$ cat config.mk
export PLATFORM = sky130hd
export DESIGN_NAME = prince_ctr_ctrl
export DESIGN_NICKNAME = d
export VERILOG_FILES = /design/src/rtl/prince_ctr_ctrl.sv
export SDC_FILE = /design/constraint.sdc
export NUM_CORES = 1
export LEC_CHECK = 0
export ABC_AREA = 1
export BUFFER_PORTS_ARGS = -buffer_cell sky130_fd_sc_hd__buf_2
export CAP_MARGIN = 20
export CELL_PAD_IN_SITES_DETAIL_PLACEMENT = 0
export CELL_PAD_IN_SITES_GLOBAL_PLACEMENT = 1
export CORE_MARGIN = 2
export CORE_UTILIZATION = 51
export CTS_CLUSTER_DIAMETER = 120
export DETAILED_ROUTE_END_ITERATION = 10
export MAX_ROUTING_LAYER = met4
export PLACE_DENSITY_LB_ADDON = 0.1
export SLEW_MARGIN = 20
export SYNTH_ARGS = -nofsm -noshare
export SYNTH_HDL_FRONTEND = slang
export SYNTH_SLANG_ARGS = --single-unit
$ cat constraint.sdc
create_clock -name clk -period 21.9 [get_ports clk]
set_input_delay 2.19 -clock clk [delete_from_list [all_inputs] [get_ports clk]]
set_output_delay 2.19 -clock clk [all_outputs]
set_load 0.03 [all_outputs]
$ cat src/rtl/prince_ctr_ctrl.sv
// prince_ctr_ctrl: CTR-mode wrapper around a fixed-latency PRINCE core
// Ports: clk, sys_rst (async, active-high); start/stop control pulses; iv_in initial counter block;
//   s_valid/s_ready/s_data input stream; cipher_gen_en/ctr_block to the core, cipher_text keystream back;
//   m_valid/m_ready/m_data output stream (s_data ^ keystream); busy in RUN/DRAIN; wrap_err sticky wrap flag.
// Optional: define PRINCE_CTR_WRAP_GUARD_EN to stop issuing after the counter field reaches all-ones.
module prince_ctr_ctrl #(
  parameter int CIPHER_WIDTH   = 64,
  parameter int CIPHER_LATENCY = 5,
  parameter int CTR_WIDTH      = 32,
  parameter int OUT_DEPTH      = 8
) (
  input  logic                    clk,
  input  logic                    sys_rst,
  input  logic                    start,
  input  logic                    stop,
  input  logic [CIPHER_WIDTH-1:0] iv_in,
  input  logic                    s_valid,
  output logic                    s_ready,
  input  logic [CIPHER_WIDTH-1:0] s_data,
  output logic                    cipher_gen_en,
  output logic [CIPHER_WIDTH-1:0] ctr_block,
  input  logic [CIPHER_WIDTH-1:0] cipher_text,
  output logic                    m_valid,
  input  logic                    m_ready,
  output logic [CIPHER_WIDTH-1:0] m_data,
  output logic                    busy,
  output logic                    wrap_err
);
  localparam logic [1:0] IDLE = 2'd0, RUN = 2'd1, DRAIN = 2'd2;
  localparam int OW = $clog2(CIPHER_LATENCY + OUT_DEPTH + 1);
  localparam int PW = $clog2(OUT_DEPTH);
  localparam int CNTW = PW + 1;
  localparam logic [CIPHER_WIDTH-1:0] LOW_MASK = {CIPHER_WIDTH{1'b1}} >> (CIPHER_WIDTH - CTR_WIDTH);
  logic [1:0] state, state_nxt;
  logic [CIPHER_WIDTH-1:0] iv_reg;
  logic [CTR_WIDTH-1:0] ctr, low;
  logic [CIPHER_LATENCY-1:0] vld;
  logic [CIPHER_WIDTH-1:0] dl [CIPHER_LATENCY];
  logic [CIPHER_WIDTH-1:0] mem [OUT_DEPTH];
  logic [PW-1:0] rd_ptr, wr_ptr;
  logic [CNTW-1:0] count;
  logic [OW-1:0] inflight;
  logic issue, push, pop, room;
  always_comb begin
    inflight = '0;
    for (int i = 0; i < CIPHER_LATENCY; i++) inflight = inflight + OW'(vld[i]);
  end
  // Credit: every issued block already owns a FIFO slot, so the keystream can never be dropped.
  assign room          = (inflight + OW'(count)) < OW'(OUT_DEPTH);
  assign low           = iv_reg[CTR_WIDTH-1:0] + ctr;
  assign ctr_block     = (iv_reg & ~LOW_MASK) | CIPHER_WIDTH'(low);
  assign s_ready       = (state == RUN) && room && !wrap_err;
  assign issue         = s_valid && s_ready;
  assign cipher_gen_en = issue;
  assign push          = vld[CIPHER_LATENCY-1];
  assign m_valid       = count != '0;
  assign pop           = m_valid && m_ready;
  assign m_data        = m_valid ? mem[rd_ptr] : '0;
  assign busy          = state != IDLE;
  always_comb
    state_nxt = (state == IDLE && start) ? RUN :
                (state == RUN && stop) ? DRAIN :
                (state == DRAIN && inflight == '0 && count == '0) ? IDLE : state;
  always_ff @(posedge clk or posedge sys_rst)
    if (sys_rst) begin
      state  <= IDLE;
      iv_reg <= '0;
      ctr    <= '0;
      vld    <= '0;
      for (int i = 0; i < CIPHER_LATENCY; i++) dl[i] <= '0;
      rd_ptr <= '0;
      wr_ptr <= '0;
      count  <= '0;
    end else begin
      state <= state_nxt;
      if (state == IDLE && start) begin
        iv_reg <= iv_in;
        ctr    <= '0;
      end else if (issue) ctr <= ctr + CTR_WIDTH'(1);
      vld[0] <= issue;
      dl[0]  <= s_data;
      for (int i = 1; i < CIPHER_LATENCY; i++) begin
        vld[i] <= vld[i-1];
        dl[i]  <= dl[i-1];
      end
      if (push) wr_ptr <= wr_ptr + PW'(1);
      if (pop) rd_ptr <= rd_ptr + PW'(1);
      count <= count + CNTW'(push) - CNTW'(pop);
    end
  // The delay-line tap lines up with the keystream of the block issued CIPHER_LATENCY cycles ago.
  always_ff @(posedge clk)
    if (push) mem[wr_ptr] <= dl[CIPHER_LATENCY-1] ^ cipher_text;
`ifdef PRINCE_CTR_WRAP_GUARD_EN
  // Trips once the counter field of an issued block is all-ones; the next block would repeat keystream.
  always_ff @(posedge clk or posedge sys_rst)
    if (sys_rst) wrap_err <= 1'b0;
    else if (state == IDLE && start) wrap_err <= 1'b0;
    else if (issue && low == '1) wrap_err <= 1'b1;
`else
  assign wrap_err = 1'b0;
`endif
  overflow_chk: assert property (@(posedge clk) disable iff (sys_rst) !(push && count == CNTW'(OUT_DEPTH) && !pop));
endmodule

==> impl_metrics.toml <==
[logic_synthesis]
ys_warn_count = 0
syn-mean-instance-area_um2 = 11.6
ys_types = 33
ys_ff_latch = 945
netlist_area_um2 = 36600
syn_nets = 3385
syn_inst = 3141
yosysSeqAreaShare_pct = 71.7

[pwr]
peakVddDrop_uv = 95.6
pwr_density_cell_nw_per_um2 = 131
p_leak_nw = 17.7

[timing]
timing.slew.headroom_pct = 27.1
tightest_slew_ns = 1.09
layout_setup_ws_ns = 15.52
rsz0062_at_grt = "no"
fin_tns_setup_ns = 0
timing.fmax_mhz = 157
hold_viol = 0
fin_crit_ns = 6.38
skew_ns = 0.0355
setup_viol = 0
fin_crit_sh_pct = 29.1
slew_viol_final = 0
fin_hold_ws_ns = 0.339

[global_routing]
grt-ovfl-total = 0
grt_pass1_wl_mm = 132
grt_max_degree = 170
first_global_vias = 23450
antenna_found_initial = 1
track_usage_pct = 23.8

[floorplanning]
die_h_um = 272
ios = 331
initial_core_util_pct = 51.3
chipWidth_um = 272
die_area_um2 = 73800
rows = 98
core-area_um2 = 71200

[setup_path]
crit_chain = "inv_8, buf_4, o21ai_0, o21ai_1, o21ai_0, a31oi_1, buf_2"
critPathCaptureType = "output port"
crit_family = "buffers and inverters"
crit_fanout = 169
cp.arrival_ns = 4.19
crit_type = "reg -> out"
crit_path_start_kind = "flop"
cpPeakStageDelay_ns = 0.83
crit_buf_inv = 3
cp_slowest_cell = "dfrtp_4"
required_ns = 19.71
critPathMostFrequentCell = "o21ai_0"

[place]
io_buffers = 329
post-place-ws_ns = 15.97
routabilityCongestion = 0.869
dpl.hpwl_mm = 51.6
dpl.cell_count = 4290

[routing]
wl_per_cell_um = 18.9
topRoutingLayerUsed = "met4"
viasPerCell = 5.18
antenna_left = 0
drc = 0
wirelength_mm = 84.6
wl_met2_mm = 42.5
drt-initial-drc-count = 1599
drt-met1-wl_mm = 36.4
met3_length_mm = 3.86
dr.pass1.iters = 5
num_vias = 23150

[final_layout]
finalNonFillerCells = 4471
largest_reg_flops = 512
final_cell_mix = "nand2_1, nor2_1, edfxtp_1"
area_growth_syn_to_layout_pct = 15.4
layout-drive-gt1-share_pct = 15.5
fin_nets = 3683
insertedDiodeCount = 0
final_util_pct = 59.2
nFillCells = 5839
layout_commonest_cell = "nand2_1"

[cts]
cts.sinks = 945
clock_path_buffers = 3
tritoncts = "done"
cts_hold_buf = 0
clk_latency_ns = 0.66
htree_levels = 3
numCtsBuffers = 97
cts_setup_buffers = 0
cts_resized = 0
root_buffer = "clkbuf_16"
path_clk_slew_ns = 0.06

[hold_path]
hp-class = "reg -> reg"

[run]
drv_cap = 0

[outcome]
outcome = "finished clean"
## power breakdown
part / switching (mW) / internal [mW]
Sequential: 0.0984 / 2.02
Combinational: 1.25 / 0.464
Clock: 0.683 / 1.01
## worst paths after layout
path / cells after the start / slack [ns] / from / to
min reg2reg: 0 / 0.34 / dl[205]$_DFF_PP0_ / dl[141]$_DFF_PP0_
min in group asynchronous: 2 / 1.71 / sys_rst / dl[264]$_DFF_PP0_
max reg2reg: 15 / 18.17 / vld[1]$_DFF_PP0_ / ctr[21]$_DFFE_PP0P_
min: 0 / 0.34 / dl[205]$_DFF_PP0_ / dl[141]$_DFF_PP0_
max in group asynchronous: 5 / 17.23 / sys_rst / dl[232]$_DFF_PP0_
max: 7 / 15.52 / rd_ptr[0]$_DFFE_PP0P_ / m_data[13]
## Yosys cell counts, drive strengths merged
cell,n,area share [%]
a21o,1,0.021
a21oi,22,0.30
a31oi,64,1.1
buf,99,1.8
clkbuf,60,0.63
conb,1,0.010
dfrtp,433,30
edfxtp,512,42
fa,4,0.22
ha,42,1.4
inv,164,1.7
nand2,605,6.2
nand3,53,0.75
nand4,22,0.38
nor2,560,5.8
nor3,5,0.068
nor4,1,0.017
o21ai,389,5.3
o21bai,2,0.041
or2,5,0.086
xnor2,9,0.22
xor2,88,2.1
## metal layers
metal	global-route usage (%)	vias to the layer above
met3	3.24	124
met5	-	-
met1	30.5	11406
li1	-	11048
met4	6.98	0
met2	39.8	572
## per-stage QoR
| step | instance area (um^2) | power, mW |
|---|---|---|
| after global placement | 38800 | 3.85 |
| after detailed placement | 38800 | 3.88 |
| after global routing | 42200 | 5.83 |
| after CTS | 42200 | 5.59 |
| final | 42200 | 5.52 |
| after floorplan | 36600 | 3.39 |
## area by class of cell
class	instances	area, um^2	share of cell area [%]
repair buffers	358	1880	4.47
multi-input cells	1873	8900	21.1
flip-flops and latches	945	26200	62.2
clock inverters	55	724	1.72
inverters	164	633	1.50
clock buffers	126	2620	6.20
well taps	950	1190	2.82
## cell families after synthesis
family | Yosys count | share of synthesized area [%]
simple gates | 1251 | 13.4
flops | 945 | 71.7
compound gates | 478 | 6.78
buf+inv | 323 | 4.14
xor+xnor | 97 | 2.32
fa+ha+maj | 46 | 1.66
other cells | 1 | 0.0103
Note: power is estimated with default switching activity, not from simulation.
